File: src/rtl/hazard_pkg.sv
// Shared types for the pipeline hazard / forwarding controller.
//   fwd_sel_t   : ALU operand source select (RF, write-back, EX/MEM)
//   stage_tag_t : per-stage decoded control tag carried alongside the pipeline
package hazard_pkg;

  localparam int unsigned FWD_SEL_W = 2;

  typedef enum logic [FWD_SEL_W-1:0] {
    FWD_RF  = 2'b00,
    FWD_WB  = 2'b01,
    FWD_MEM = 2'b10
  } fwd_sel_t;

  // Register addresses live beside the tag so the address width can stay a
  // module parameter of the users.
  typedef struct packed {
    logic valid;
    logic reg_write;
    logic mem_to_reg;
    logic mem_access;
    logic pc_src;
  } stage_tag_t;

  localparam stage_tag_t TAG_BUBBLE = '0;

  // Side effects of an instruction leaving E only survive if its condition passed.
  function automatic stage_tag_t tag_leave_e(input stage_tag_t t, input logic cond_ok);
    stage_tag_t r;
    r            = t;
    r.reg_write  = t.reg_write  & cond_ok;
    r.mem_access = t.mem_access & cond_ok;
    r.pc_src     = t.pc_src     & cond_ok;
    return r;
  endfunction

endpackage

File: src/rtl/hazard_fwd_mux.sv
// One EX operand forwarding path: compares the E source register against the
// M and W destinations and selects the operand (EX/MEM beats write-back).
// Ports:
//   ra                 : E source register address
//   m_fwd_en, m_rd     : M stage holds a valid register write to m_rd
//   w_fwd_en, w_rd     : W stage holds a valid register write to w_rd
//   rf_data/mem_data/wb_data : candidate operand values
//   sel_c, data_c      : combinational select and forwarded operand
module hazard_fwd_mux
  import hazard_pkg::*;
#(
  parameter int unsigned WIDTH  = 22,
  parameter int unsigned REG_AW = 4
) (
  input  logic [REG_AW-1:0] ra,
  input  logic              m_fwd_en,
  input  logic [REG_AW-1:0] m_rd,
  input  logic              w_fwd_en,
  input  logic [REG_AW-1:0] w_rd,
  input  logic [WIDTH-1:0]  rf_data,
  input  logic [WIDTH-1:0]  mem_data,
  input  logic [WIDTH-1:0]  wb_data,
  output fwd_sel_t          sel_c,
  output logic [WIDTH-1:0]  data_c
);

  // Source selection, youngest producer first.
  always_comb begin
    sel_c = FWD_RF;
    if (m_fwd_en && (m_rd == ra)) begin
      sel_c = FWD_MEM;
    end else if (w_fwd_en && (w_rd == ra)) begin
      sel_c = FWD_WB;
    end
  end

  // Operand mux.
  always_comb begin
    data_c = rf_data;
    case (sel_c)
      FWD_MEM: data_c = mem_data;
      FWD_WB:  data_c = wb_data;
      default: data_c = rf_data;
    endcase
  end

endmodule

File: src/rtl/pipe_hazard_unit.sv
// Hazard and forwarding controller for a D/E/M/W pipeline. Tracks decoded
// register usage in its own E/M/W tag pipeline and produces stall, flush and
// operand-forwarding controls plus the forwarded EX operands.
// Optional feature macro: HZ_MEM_WAIT_EN (adds mem_ready, multi-cycle memory stall).
// Ports:
//   clk, rst                    : clock, asynchronous active-high reset
//   d_*                         : decoded fields of the instruction in D
//   e_cond_ok                   : condition result of the instruction in E
//   e_rd1, e_rd2                : register-file operands in ID/EX
//   m_alu_result, w_result      : forwarding sources from EX/MEM and write-back
//   mem_ready                   : data memory done (HZ_MEM_WAIT_EN only)
//   stall_f/d/e/m, flush_d/e    : pipeline register hold / clear controls
//   fwd_a_sel, fwd_b_sel        : operand source (00 RF, 01 WB, 10 MEM)
//   e_src_a, e_src_b            : forwarded ALU operands
//   w_rd, w_reg_write           : register-file write port control
module pipe_hazard_unit
  import hazard_pkg::*;
#(
  parameter int unsigned WIDTH  = 22,
  parameter int unsigned REG_AW = 4
) (
  input  logic              clk,
  input  logic              rst,
  input  logic              d_valid,
  input  logic [REG_AW-1:0] d_ra1,
  input  logic [REG_AW-1:0] d_ra2,
  input  logic [REG_AW-1:0] d_rd,
  input  logic              d_reg_write,
  input  logic              d_mem_to_reg,
  input  logic              d_mem_access,
  input  logic              d_pc_src,
  input  logic              e_cond_ok,
  input  logic [WIDTH-1:0]  e_rd1,
  input  logic [WIDTH-1:0]  e_rd2,
  input  logic [WIDTH-1:0]  m_alu_result,
  input  logic [WIDTH-1:0]  w_result,
`ifdef HZ_MEM_WAIT_EN
  input  logic              mem_ready,
`endif
  output logic              stall_f,
  output logic              stall_d,
  output logic              stall_e,
  output logic              stall_m,
  output logic              flush_d,
  output logic              flush_e,
  output logic [1:0]        fwd_a_sel,
  output logic [1:0]        fwd_b_sel,
  output logic [WIDTH-1:0]  e_src_a,
  output logic [WIDTH-1:0]  e_src_b,
  output logic [REG_AW-1:0] w_rd,
  output logic              w_reg_write
);

  stage_tag_t        e_tag_q, e_tag_d;
  stage_tag_t        m_tag_q, m_tag_d;
  stage_tag_t        w_tag_q, w_tag_d;
  logic [REG_AW-1:0] e_rd_q,  e_rd_d;
  logic [REG_AW-1:0] e_ra1_q, e_ra1_d;
  logic [REG_AW-1:0] e_ra2_q, e_ra2_d;
  logic [REG_AW-1:0] m_rd_q,  m_rd_d;
  logic [REG_AW-1:0] w_rd_q,  w_rd_d;

  stage_tag_t d_tag_c;
  logic       load_use_c;
  logic       branch_c;
  logic       mem_wait_c;
  logic       m_fwd_en_c;
  logic       w_fwd_en_c;
  fwd_sel_t   fwd_a_sel_c;
  fwd_sel_t   fwd_b_sel_c;

  always_comb begin
    d_tag_c            = TAG_BUBBLE;
    d_tag_c.valid      = d_valid;
    d_tag_c.reg_write  = d_reg_write;
    d_tag_c.mem_to_reg = d_mem_to_reg;
    d_tag_c.mem_access = d_mem_access;
    d_tag_c.pc_src     = d_pc_src;
  end

  // A cond-failed load never writes its destination, so it cannot cause load-use.
  assign load_use_c = e_tag_q.valid & e_tag_q.mem_to_reg & e_tag_q.reg_write & e_cond_ok
                    & d_valid & ((e_rd_q == d_ra1) | (e_rd_q == d_ra2));
  assign branch_c   = e_tag_q.valid & e_tag_q.pc_src & e_cond_ok;

`ifdef HZ_MEM_WAIT_EN
  assign mem_wait_c = m_tag_q.valid & m_tag_q.mem_access & ~mem_ready;
`else
  assign mem_wait_c = 1'b0;
`endif

  // Hazard priority: memory wait freezes everything (branch resolves on release),
  // then taken branch, then load-use.
  always_comb begin
    stall_f = 1'b0;
    stall_d = 1'b0;
    stall_e = 1'b0;
    stall_m = 1'b0;
    flush_d = 1'b0;
    flush_e = 1'b0;
    if (mem_wait_c) begin
      stall_f = 1'b1;
      stall_d = 1'b1;
      stall_e = 1'b1;
      stall_m = 1'b1;
    end else if (branch_c) begin
      flush_d = 1'b1;
      flush_e = 1'b1;
    end else if (load_use_c) begin
      stall_f = 1'b1;
      stall_d = 1'b1;
      flush_e = 1'b1;
    end
  end

  // Tag pipeline advance.
  always_comb begin
    e_tag_d = d_tag_c;
    e_rd_d  = d_rd;
    e_ra1_d = d_ra1;
    e_ra2_d = d_ra2;
    m_tag_d = tag_leave_e(e_tag_q, e_cond_ok);
    m_rd_d  = e_rd_q;
    w_tag_d = m_tag_q;
    w_rd_d  = m_rd_q;
    if (mem_wait_c) begin
      e_tag_d = e_tag_q;
      e_rd_d  = e_rd_q;
      e_ra1_d = e_ra1_q;
      e_ra2_d = e_ra2_q;
      m_tag_d = m_tag_q;
      m_rd_d  = m_rd_q;
      w_tag_d = TAG_BUBBLE;
    end else if (flush_e) begin
      e_tag_d = TAG_BUBBLE;
    end
  end

  always_ff @(posedge clk or posedge rst) begin
    if (rst) begin
      e_tag_q <= TAG_BUBBLE;
      m_tag_q <= TAG_BUBBLE;
      w_tag_q <= TAG_BUBBLE;
      e_rd_q  <= '0;
      e_ra1_q <= '0;
      e_ra2_q <= '0;
      m_rd_q  <= '0;
      w_rd_q  <= '0;
    end else begin
      e_tag_q <= e_tag_d;
      m_tag_q <= m_tag_d;
      w_tag_q <= w_tag_d;
      e_rd_q  <= e_rd_d;
      e_ra1_q <= e_ra1_d;
      e_ra2_q <= e_ra2_d;
      m_rd_q  <= m_rd_d;
      w_rd_q  <= w_rd_d;
    end
  end

  assign m_fwd_en_c = m_tag_q.valid & m_tag_q.reg_write;
  assign w_fwd_en_c = w_tag_q.valid & w_tag_q.reg_write;

  hazard_fwd_mux #(.WIDTH(WIDTH), .REG_AW(REG_AW)) u_fwd_a (
    .ra       (e_ra1_q),
    .m_fwd_en (m_fwd_en_c),
    .m_rd     (m_rd_q),
    .w_fwd_en (w_fwd_en_c),
    .w_rd     (w_rd_q),
    .rf_data  (e_rd1),
    .mem_data (m_alu_result),
    .wb_data  (w_result),
    .sel_c    (fwd_a_sel_c),
    .data_c   (e_src_a)
  );

  hazard_fwd_mux #(.WIDTH(WIDTH), .REG_AW(REG_AW)) u_fwd_b (
    .ra       (e_ra2_q),
    .m_fwd_en (m_fwd_en_c),
    .m_rd     (m_rd_q),
    .w_fwd_en (w_fwd_en_c),
    .w_rd     (w_rd_q),
    .rf_data  (e_rd2),
    .mem_data (m_alu_result),
    .wb_data  (w_result),
    .sel_c    (fwd_b_sel_c),
    .data_c   (e_src_b)
  );

  assign fwd_a_sel   = fwd_a_sel_c;
  assign fwd_b_sel   = fwd_b_sel_c;
  assign w_rd        = w_rd_q;
  assign w_reg_write = w_fwd_en_c;

  // W-stage memory/branch flags have no consumer past write-back.
  logic unused_w_flags;
  assign unused_w_flags = ^{w_tag_q.mem_to_reg, w_tag_q.mem_access, w_tag_q.pc_src};

endmodule
File: config.mk
export PLATFORM = sky130hd
export DESIGN_NAME = pipe_hazard_unit
export DESIGN_NICKNAME = d
export VERILOG_FILES = /design/src/rtl/hazard_pkg.sv /design/src/rtl/hazard_fwd_mux.sv /design/src/rtl/pipe_hazard_unit.sv
export SDC_FILE = /design/constraint.sdc
export NUM_CORES = 1
export LEC_CHECK = 0
export ABC_AREA = 1
export BUFFER_PORTS_ARGS = -buffer_cell sky130_fd_sc_hd__buf_4
export CORE_ASPECT_RATIO = 1.4
export CORE_MARGIN = 2
export CORE_UTILIZATION = 45
export DETAILED_ROUTE_END_ITERATION = 10
export GPL_ROUTABILITY_DRIVEN = 0
export PLACE_DENSITY = 0.85
export SYNTH_ARGS = -nofsm -noshare
export SYNTH_HDL_FRONTEND = slang
export SYNTH_SLANG_ARGS = --single-unit
File: constraint.sdc
create_clock -name clk -period 4 [get_ports clk]
set_input_delay 0.6 -clock clk [delete_from_list [all_inputs] [get_ports clk]]
set_output_delay 0.6 -clock clk [all_outputs]
set_load 0.005 [all_outputs]
## Word-level counts from Yosys, hierarchy flattened

Index checks and enable logic that the tools add are counted.

| storage, ports and cells | value |
|---|---|
| flip-flop bits (word level) | 28 |

| cells by class | value |
|---|---|
| reduce and logical (&&, ||, !) cells | 4 |
| equality and inequality tests | 10 |
| mux-type cells | 11 |
| bitwise logic cells | 11 |

Operators by type and width:

| operator | count |
|---|---|
| $pmux W22 S2 | 2 |
| $eq A4 B4 Y1 | 6 |
| $and A1 B1 Y1 | 10 |
| $mux W1 | 6 |
| $mux W5 | 1 |
| $eq A2 B1 Y1 const B | 2 |
| $eq A2 B2 Y1 const B | 2 |
| $logic_and A1 B1 Y1 | 4 |
| $mux W2 | 2 |
| $or A1 B1 Y1 | 1 |

## Logic depth before layout (Yosys ltp)

Gate-level depths: netlist of run 1.

| logic depth | value |
|---|---|
| depth in word-level cells | 8 |
| mapped depth | 9 |
| gate-level depth less buffers | 9 |

## By module

A second synthesis of run 1 with hierarchy kept.

| second synthesis, totals | value |
|---|---|
| cells, all modules | 373 |
| area, all modules | 2433.6 sq um |

Modules (own cells, without submodules):

| module | sequential area each (sq um) | cells each | times used | area each (sq um) |
|---|---|---|---|---|
| hazard_fwd_mux | 0.0 | 138 | 2 | 724.4 |
| pipe_hazard_unit | 700.7 | 97 | 1 | 984.7 |

## Worst setup path after synthesis of run 1

OpenSTA, ideal clock, no wires.

| timing | value |
|---|---|
| path kind | input-to-output |
| start point | in d_ra2[0] |
| end point | out stall_f |
| required time | 3400 ps |
| path buffers | 1 |
| data arrival time | 1217 ps |
| stages | 9 |
| slack | 2183 ps |
| cells stage by stage | inv_1 > nand2_1 > nand2_1 > nor2_1 > nand2_1 > nand2_1 > nand2_1 > nor2_1 > buf_4 |

| between the ends | value |
|---|---|
| cells in the longest elaborated chain, start to end | 5 |

Ends and longest elaborated chain:

| item | RTL line | RTL |
|---|---|---|
| start, declared | pipe_hazard_unit.sv:26 | `input logic [REG_AW-1:0] d_ra2,` |
| $eq A4 B4 Y1 | pipe_hazard_unit.sv:83 | `& d_valid & ((e_rd_q == d_ra1) \| (e_rd_q == d_ra2));` |
| $or A1 B1 Y1 | pipe_hazard_unit.sv:83 |  |
| $and A1 B1 Y1 | pipe_hazard_unit.sv:83 |  |
| $mux W1 (2 in series) | n/a |  |
| end, declared | pipe_hazard_unit.sv:40 | `output logic stall_f,` |

No other way between the ends.

## Worst setup path in the final report of run 1

| timing | value |
|---|---|
| start point | reg m_rd_q[0] |
| end point | out e_src_a[2] |

| between the ends | value |
|---|---|
| cells in the longest elaborated chain, start to end | 5 |
| elaborated cells between the ends (all ways) | 6 |
| classes of those cells | eq/ne: 3; mux: 2; reduce/logical: 1 |

Ends and longest elaborated chain:

| item | RTL line | RTL |
|---|---|---|
| start, declared | pipe_hazard_unit.sv:60 | `logic [REG_AW-1:0] m_rd_q, m_rd_d;` |
| start signal, assigned | pipe_hazard_unit.sv:156 | `m_rd_q <= m_rd_d;` |
| $eq A4 B4 Y1 * | hazard_fwd_mux.sv:30 | `if (m_fwd_en && (m_rd == ra)) begin` |
| $logic_and A1 B1 Y1 * | hazard_fwd_mux.sv:30 |  |
| $mux W2 * | hazard_fwd_mux.sv:30 |  |
| $eq A2 B1 Y1 or $eq A2 B2 Y1 (tied branches) | hazard_fwd_mux.sv:40 | `case (sel_c)` |
| $pmux W22 S2 * | hazard_fwd_mux.sv:40 |  |
| end, declared | pipe_hazard_unit.sv:48 | `output logic [WIDTH-1:0] e_src_a,` |

Mark *: on every way between the ends. The rest lies on a longest branch, timed or not.

==> results.yml, run 1 <==
status:
  status: "complete, no violations"
clock_network:
  cts.clk_slew.worst_paths_ns: 0.08
  numCtsBuffers: 3
  clock_sinks: 28
  cts_max_path_buffers: 2
  cts_hold_buffers: 0
  insertion_delay_ns: 0.27
  tritoncts: "yes"
  ctsResizeCount: 0
  cts-root-buf: "clkbuf_8"
  h-tree-depth: 1
  cts_setup_buffers: 0
synthesis:
  yosysSeqAreaShare_pct: 28.08
  yosysTopAreaCellShare_pct: 28.08
  synth-edff-count: 0
  synthFlopType: "dfrtp_1"
  synth_async_sr_flop_share_pct: 100.0
  ys_types: 22
  ys_warn_count: 0
  netlist_top_cells_area: "dfrtp_1 (28%), nand3_1 (24%), nand2_1 (14%), nand3_2 (8.0%), inv_1 (5.3%)"
  synth.most_common_cell: "nand3_1"
  synth_common_cells: "nand3_1 (118), nand2_1 (93), inv_1 (35)"
  netlist_area_um2: 2495
  synth.avg_cell_area_um2: 6.653
  synth_largest_area_cell: "dfrtp_1"
  syn_inst: 375
  synth_seq_cells: 28
critical_path:
  reg2regPathDepth: 9
  worst_ep_required_time_ns: 3.40
  path_cells: "inv_1 > nand2_1 > nand2_1 > nor2_2 > nand3_4 > inv_4 > nand2_1 > nand3_1 > buf_4"
  setup.worst_path.end_class: "output pin"
  cp_slowest_cell: "inv_4"
  setup.worst_path.start_class: "flop"
  crit_top_cell: "nand2_1"
  cpPeakStageDelay_ns: 0.48
  arrival_ns: 2.31
  critPathKind: "flop to output pin"
  path_max_fanout: 45
cells_and_area:
  final_core_util_pct: 67.51
  diodes: 0
  nNetsFinal: 629
  drive_above_1_share_pct: 42.31
  area_growth_pct: 47.34
  fillerInstances: 493
sta:
  fin_skew_ns: 0.005803
  setup_tns_ns: 0
  fmax_mhz: 343.2
  worst_pin_slew_ns: 0.9919
  grt_setup_unrepaired: "no"
  hold_viol: 0
  fin_crit_ns: 2.914
  setup_viol_count_final: 0
  max_slew_margin_pct: 33.80
  period_share_pct: 72.85
  slew_violations: 0
detailed_routing:
  drt_drc_violations_left: 0
  ant_nets: 0
  routed_via_density: 5.155
  wl_um: 8538
  first_pass_iters: 4
  avgRoutedWirePerCell_um: 14.52
  dr_total_vias: 3031
  first_iter_violations: 212
floorplanning:
  die_x_um: 66.93
  core_area_um2: 5445
  die_h_um: 92.10
  start_util_pct: 45.82
  ios: 167
  rows: 32
  die_area_um2: 6164
global_route:
  grt_pass1_vias: 2803
  groute.usage.overall_pct: 26.81
  grt_max_degree: 46
  grt_pass1_wl_um: 12940
  antenna_found_initial: 0
  gr-total-overflow: 0
power:
  power_density_nw_per_um2: 196.5
  ir_worst_vdd_uv: 317.7
  leakagePower_nw: 2.077
placed_design:
  dp_hpwl_um: 6592
  io_buffers: 163
worst_hold_path:
  hold_class: "flop to flop"
  hold_path_depth: 0
job:
  maxCapViolCount: 0
[cells in the final DEF (no fill, tap or decap), drive strengths merged]
cell type	instances
clkbuf	4
a21oi	2
nand2	112
dfrtp	28
buf	163
xor2	2
xnor2	1
nand3	139
conb	2
nor2	25
nand4	1
inv	41
[metal layers]
| layer | track usage, % | share of wire [%] |
|---|---|---|
| met3 | 8.589 | 12 |
| met1 | 29.13 | 35 |
| met5 | 0 | 0 |
| met2 | 48.92 | 52 |
| met4 | 6.633 | 1.6 |
[layout make-up]
type / count / area, um^2 / area share (%)
multi-input cells: 284 / 1453 / 39.52
flip-flops and latches: 28 / 700.7 / 19.06
well taps: 68 / 85.08 / 2.314
inverters: 41 / 158.9 / 4.323
clock buffers: 4 / 55.05 / 1.498
repair buffers: 163 / 1224 / 33.29
[critical path, delay by kind of cell (launching register included)]
family | cells | cell delay (ns)
simple gates | 6 | 0.94
buf+inv | 3 | 0.67
flops | 1 | 0.40
[sequential cells by signal (all words and copies together), names as in the netlist]
signal / cells
e_ra2_q: 4
m_tag_q: 2
e_tag_q: 4
e_rd_q: 4
w_tag_q: 2
m_rd_q: 4
w_rd: 4
e_ra1_q: 4
[where the power goes]
part | switching, mW | internal, mW | total, mW | leakage (nW)
Clock | 0.0806 | 0.0880 | 0.169 | 0.0288
Combinational | 0.104 | 0.139 | 0.243 | 1.72
Sequential | 0.0126 | 0.298 | 0.311 | 0.331
Total | 0.197 | 0.525 | 0.722 | 2.08
[worst paths after layout]
kind / start / end / slack, ns
hold reg to reg: m_tag_q[3] / w_tag_q[3] / 0.38
setup reg to reg: e_rd_q[3] / e_tag_q[3] / 2.73
min in group asynchronous: rst / e_tag_q[3] / 0.56
setup / recovery: m_rd_q[0] / e_src_a[2] / 1.09
max in group asynchronous: rst / m_rd_q[1] / 2.84
hold / removal: m_tag_q[3] / w_tag_q[3] / 0.38
[per-stage QoR]
step	hold WS [ns]	power [mW]	worst slack (ns)	area, um^2	instances
after floorplan	0.3535	0.4072	2.184	2499	376
after global placement	0.3548	0.5524	1.476	3621	584
after detailed placement	0.3630	0.5593	1.395	3621	584
after CTS	0.3821	0.7251	1.089	3676	588
after global routing	0.3962	0.7616	0.9463	3676	588
final	0.3814	0.7223	1.086	3676	588
[logic make-up after synthesis]
kind of cell | share of synthesized area, %
AO/OA/AOI/OAI | 0.4012
XOR/XNOR | 1.053
buffers and inverters | 13.84
flip-flops | 28.08
other | 0.1503
AND/OR/NAND/NOR | 56.47
Power figures use the tool's default switching activity.
==> run 2, diff against run 1 <==
--- a/config.mk
+++ b/config.mk
@@ -9,10 +9,10 @@
 export BUFFER_PORTS_ARGS = -buffer_cell sky130_fd_sc_hd__buf_4
 export CORE_ASPECT_RATIO = 1.4
 export CORE_MARGIN = 2
-export CORE_UTILIZATION = 45
+export CORE_UTILIZATION = 43
 export DETAILED_ROUTE_END_ITERATION = 10
 export GPL_ROUTABILITY_DRIVEN = 0
-export PLACE_DENSITY = 0.85
+export PLACE_DENSITY = 0.82
 export SYNTH_ARGS = -nofsm -noshare
 export SYNTH_HDL_FRONTEND = slang
 export SYNTH_SLANG_ARGS = --single-unit
==> constraint.sdc (replaced) <==
create_clock -name clk -period 2.8 [get_ports clk]
set_input_delay 0.42 -clock clk [delete_from_list [all_inputs] [get_ports clk]]
set_output_delay 0.42 -clock clk [all_outputs]
set_load 0.005 [all_outputs]
==> run 2 against run 1 <==
Register-to-register slack worse by 1.2 ns. Core utilization down 1.0 points. Power up 52%. Critical path depth did not move. First-iteration DRC count decreased by 0.47%. Largest cell class unchanged. Design area grew 0.65%. Die area grew 4.4%.
==> results.yml, run 2 (same netlist as run 1, synthesis figures left out) <==
power:
  comb_power_share_pct: 31.6
  p_int_uw: 816.3
  power_mw: 1.098
  leakagePower_nw: 2.088
  ir_worst_vdd_uv: 366.5
  seq_power_share_pct: 40.4
  swShare_pct: 25.66
  p_switching_uw: 281.7
  power_density_nw_per_um2: 296.8
  power_frac_clock_pct: 28.0
clock_network:
  cts-root-buf: "clkbuf_8"
  insertion_delay_ns: 0.27
  cts.clk_slew.worst_paths_ns: 0.09
  h-tree-depth: 1
  tritoncts: "yes"
  cts_hold_buffers: 0
  ctsResizeCount: 0
  cts_setup_buffers: 0
  numCtsBuffers: 3
  cts_max_path_buffers: 2
  clock_sinks: 28
critical_path:
  path_max_fanout: 45
  critPathKind: "flop to output pin"
  setup.worst_path.end_class: "output pin"
  cpPeakStageDelay_ns: 0.40
  crit_top_cell: "nand2_1"
  r2r-start: "e_rd_q[0]"
  setup.worst_path.start_class: "flop"
  worst_ep_required_time_ns: 2.38
  startpoint: "m_rd_q[1]"
  arrival_ns: 2.00
  cp_slowest_cell: "dfrtp_1"
  path_cells: "inv_1 > nand2_1 > nand2_1 > nor2_1 > nand2_4 > inv_4 > nand2_1 > nand3_1 > buf_4"
job:
  maxCapViolCount: 0
cells_and_area:
  multi_input_area_um2: 1453
  final_core_util_pct: 66.48
  final_cells: 589
  diodes: 0
  area_growth_pct: 48.29
  area.sequential_um2: 700.7
  drive_above_1_share_pct: 42.42
  fillerInstances: 496
  layout_common_cells: "buf_4 (164), nand3_1 (118), nand2_1 (93)"
  nNetsFinal: 630
  layout_commonest_cell: "buf_4"
placed_design:
  dp_hpwl_um: 6562
  pre_cts_slack_ns: 0.6921
  place_inst: 585
  io_buffers: 163
detailed_routing:
  first_pass_iters: 4
  avgRoutedWirePerCell_um: 14.15
  routed_via_density: 5.205
  ant_nets: 0
  dr_total_vias: 3066
  wl_um: 8335
  drt_drc_violations_left: 0
  first_iter_violations: 211
sta:
  period_share_pct: 86.47
  hold_viol: 0
  fin_crit_ns: 2.421
  setup_viol_count_final: 0
  setup_tns_ns: 0
  grt_setup_unrepaired: "no"
  fmax_mhz: 413.0
  worst_pin_slew_ns: 1.007
  fin_skew_ns: 0.002454
  fin_ws_ns: 0.3790
  max_slew_margin_pct: 32.76
  slew_violations: 0
floorplanning:
  die_h_um: 94.13
  core_area_um2: 5565
  die_area_um2: 6436
  start_util_pct: 44.83
  die_x_um: 68.38
  rows: 32
  ios: 167
global_route:
  use_met1_pct: 24.06
  antenna_found_initial: 0
  grt_max_degree: 46
  gr-usage-met3_pct: 8.993
  grtUsageMet2_pct: 48.30
  gr-max-usage-layer: "met2"
  grt_pass1_wl_um: 12680
  gr-total-overflow: 0
  grt_pass1_vias: 2916
  groute.usage.overall_pct: 24.90
worst_hold_path:
  hold_class: "primary input to flop"
  hold_path_startpoint: "d_rd[0]"
status:
  status: "complete, no violations"
## run 2: power groups by stage
stage	sequential, mW	combinational (mW)	clock, mW
after global placement	0.450	0.339	0
after floorplan	0.448	0.133	0
after detailed placement	0.452	0.347	0
final	0.444	0.347	0.307
after CTS	0.444	0.349	0.311
after global routing	0.447	0.382	0.327
## run 2: cell type report
type	instances	share of cell area (%)
clock buffer	3	1.116
clock inverter	1	0.8116
inverter	41	4.295
multi-input combinational	284	39.26
sequential	28	18.94
tap	68	2.300
timing repair buffer	164	33.28
## run 2: path summary, 6_finish.rpt
check,endpoint,slack [ns],cells after the start
min in group asynchronous,w_tag_q[3],0.39,2
worst min register to register,w_tag_q[3],0.38,0
worst max register to register,e_tag_q[0],1.54,9
worst min-delay path,e_rd_q[0],0.25,1
worst max-delay path,e_src_b[12],0.38,9
max in group asynchronous,m_rd_q[2],1.80,2
## run 2: critical path: cells and delay by family (launching register included)
kind / cells / cell delay [ns]
DFF: 1 / 0.40
and+or+nand+nor: 6 / 0.80
buffers and inverters: 3 / 0.53
## run 2: metal layers
| metal | vias to the layer above | share of wire (%) |
|---|---|---|
| met2 | 127 | 53 |
| met3 | 12 | 12 |
| met1 | 1424 | 34 |
| met4 | 0 | 1.5 |
| li1 | 1503 | - |
| met5 | - | 0 |
## run 2: per-stage QoR
step / cell area (um^2) / hold WS, ns
global route: 3700 / 0.2345
detailed placement: 3628 / 0.3584
floorplan: 2499 / 0.3535
CTS: 3700 / 0.2495
finish: 3700 / 0.2546
global placement: 3628 / 0.3550
==> run 3, diff against run 2 <==
--- a/config.mk
+++ b/config.mk
@@ -7,12 +7,14 @@
 export LEC_CHECK = 0
 export ABC_AREA = 1
 export BUFFER_PORTS_ARGS = -buffer_cell sky130_fd_sc_hd__buf_4
+export CELL_PAD_IN_SITES_DETAIL_PLACEMENT = 1
+export CELL_PAD_IN_SITES_GLOBAL_PLACEMENT = 1
 export CORE_ASPECT_RATIO = 1.4
 export CORE_MARGIN = 2
-export CORE_UTILIZATION = 43
+export CORE_UTILIZATION = 27
 export DETAILED_ROUTE_END_ITERATION = 10
 export GPL_ROUTABILITY_DRIVEN = 0
-export PLACE_DENSITY = 0.82
+export PLACE_DENSITY_LB_ADDON = 0.1
 export SYNTH_ARGS = -nofsm -noshare
 export SYNTH_HDL_FRONTEND = slang
 export SYNTH_SLANG_ARGS = --single-unit
==> run 3 against run 2 <==
Cell count up 7.1%. Clock power increased by 37%. Fmax down 0.56%. Worst hold slack worse by 0.038 ns. Design area is 2.8% higher. Sequential cell count is the same.
==> results.yml, run 3 (same netlist as run 1, synthesis figures left out) <==
critical_path:
  setup.worst_path.end_class: "output pin"
  reg2reg_to: "e_tag_q[3]"
  r2r_slack_ns: 1.61
  arrival_ns: 2.01
  path_max_fanout: 23
  worst_ep_required_time_ns: 2.38
  r2r-start: "e_rd_q[3]"
  setup.worst_path.start_class: "flop"
  reg2regPathDepth: 9
  critPathKind: "flop to output pin"
floorplanning:
  rows: 41
  die_x_um: 85.24
  core_area_um2: 8977
  die_area_um2: 10040
  die_h_um: 117.7
  ios: 167
  start_util_pct: 27.79
clock_network:
  numCtsBuffers: 3
  cts_hold_buffers: 0
  cts.clk_slew.worst_paths_ns: 0.07
  cts-root-buf: "clkbuf_16"
  tritoncts: "yes"
  cts_setup_buffers: 0
  clock_sinks: 28
  ctsResizeCount: 0
  cts_max_path_buffers: 2
  insertion_delay_ns: 0.27
  h-tree-depth: 1
cells_and_area:
  diodes: 0
  drive_above_1_share_pct: 42.75
  final_cell_area_um2: 3805
  final_cells: 631
  layout_common_cells: "buf_4 (167), nand3_1 (118), nand2_1 (93)"
  final_core_util_pct: 42.38
  nNetsFinal: 633
  area_growth_pct: 52.51
  layout_commonest_cell: "buf_4"
  fillerInstances: 1186
detailed_routing:
  wl_um: 10110
  drt_drc_violations_left: 0
  routed_via_density: 4.889
  ant_nets: 0
  first_iter_violations: 142
  wl_met3_um: 575
  wl_met1_um: 3957
  first_pass_iters: 4
  dr_total_vias: 3085
  avgRoutedWirePerCell_um: 16.02
  met2WireLength_um: 5363
  top_layer: "met4"
global_route:
  grt_pass1_wl_um: 16490
  grt_pass1_vias: 3242
  groute.usage.overall_pct: 20.36
  antenna_found_initial: 0
  grt_max_degree: 45
  gr-total-overflow: 0
sta:
  setup_tns_ns: 0
  fin_skew_ns: 0.004829
  setup_viol_count_final: 0
  worst_pin_slew_ns: 0.6025
  worst_hold_slack_ns: 0.2167
  hold_viol: 0
  slew_violations: 0
  period_share_pct: 86.96
  fin_ws_ns: 0.3652
  max_slew_margin_pct: 59.74
  fmax_mhz: 410.7
  grt_setup_unrepaired: "no"
  fin_crit_ns: 2.435
power:
  power_mw: 1.221
  leakagePower_nw: 2.118
  ir_worst_vdd_uv: 527.5
  power_density_nw_per_um2: 321.0
job:
  maxCapViolCount: 0
placed_design:
  pre_cts_slack_ns: 0.6042
  dp_hpwl_um: 7861
  io_buffers: 163
  place_inst: 627
  placed_cell_area_um2: 3700
worst_hold_path:
  hold_class: "primary input to asynchronous set/reset pin"
status:
  status: "complete, no violations"
[run 3: cell types whose count changed in the layout (fill, tap and decap cells not counted), sizes merged]
cell	change
buf	+3
[run 3: cell type report]
cell class | instances | area, um^2 | area share (%)
Clock buffer | 3 | 75.07 | 1.973
Multi-Input combinational cell | 284 | 1453 | 38.18
Tap cell | 107 | 133.9 | 3.519
Sequential cell | 28 | 700.7 | 18.41
Inverter | 41 | 158.9 | 4.176
Timing Repair Buffer | 167 | 1254 | 32.95
Clock inverter | 1 | 30.03 | 0.7892
[run 3: worst max-delay path by stage]
| stage | from | end | slack [ns] | cells after the start |
|---|---|---|---|---|
| 3_5_place_dp | w_rd[1] | e_src_a[17] | 0.60 | 8 |
| 6_report | w_rd[0] | e_src_b[5] | 0.37 | 8 |
| 4_1_cts | w_rd[1] | e_src_a[17] | 0.31 | 8 |
| 2_1_floorplan | m_rd_q[2] | e_src_a[10] | 1.24 | 6 |
| 5_1_grt | w_rd[0] | e_src_a[11] | 0.14 | 8 |
| 3_3_place_gp | w_rd[1] | e_src_a[5] | 0.68 | 8 |
[run 3: per-layer routing]
metal | track usage [%] | vias up
met5 | 0 | -
met1 | 23.84 | 1459
met3 | 2.034 | 10
li1 | - | 1503
met4 | 7.242 | 0
met2 | 37.55 | 113
[run 3: report_power, final]
group	internal (mW)	switching, mW
clock network	0.285	0.137
logic	0.200	0.154
registers	0.427	0.0178
total	0.912	0.309
[run 3: worst max-delay path, cell delays in order, from the launching register on]
cell and delay (ns):
dfrtp_1 0.40, inv_1 0.10, nand2_1 0.06, nand2_1 0.06, nor2_1 0.13, nand3_2 0.46, nand3_1 0.22, nand3_1 0.15
buf_4 0.16
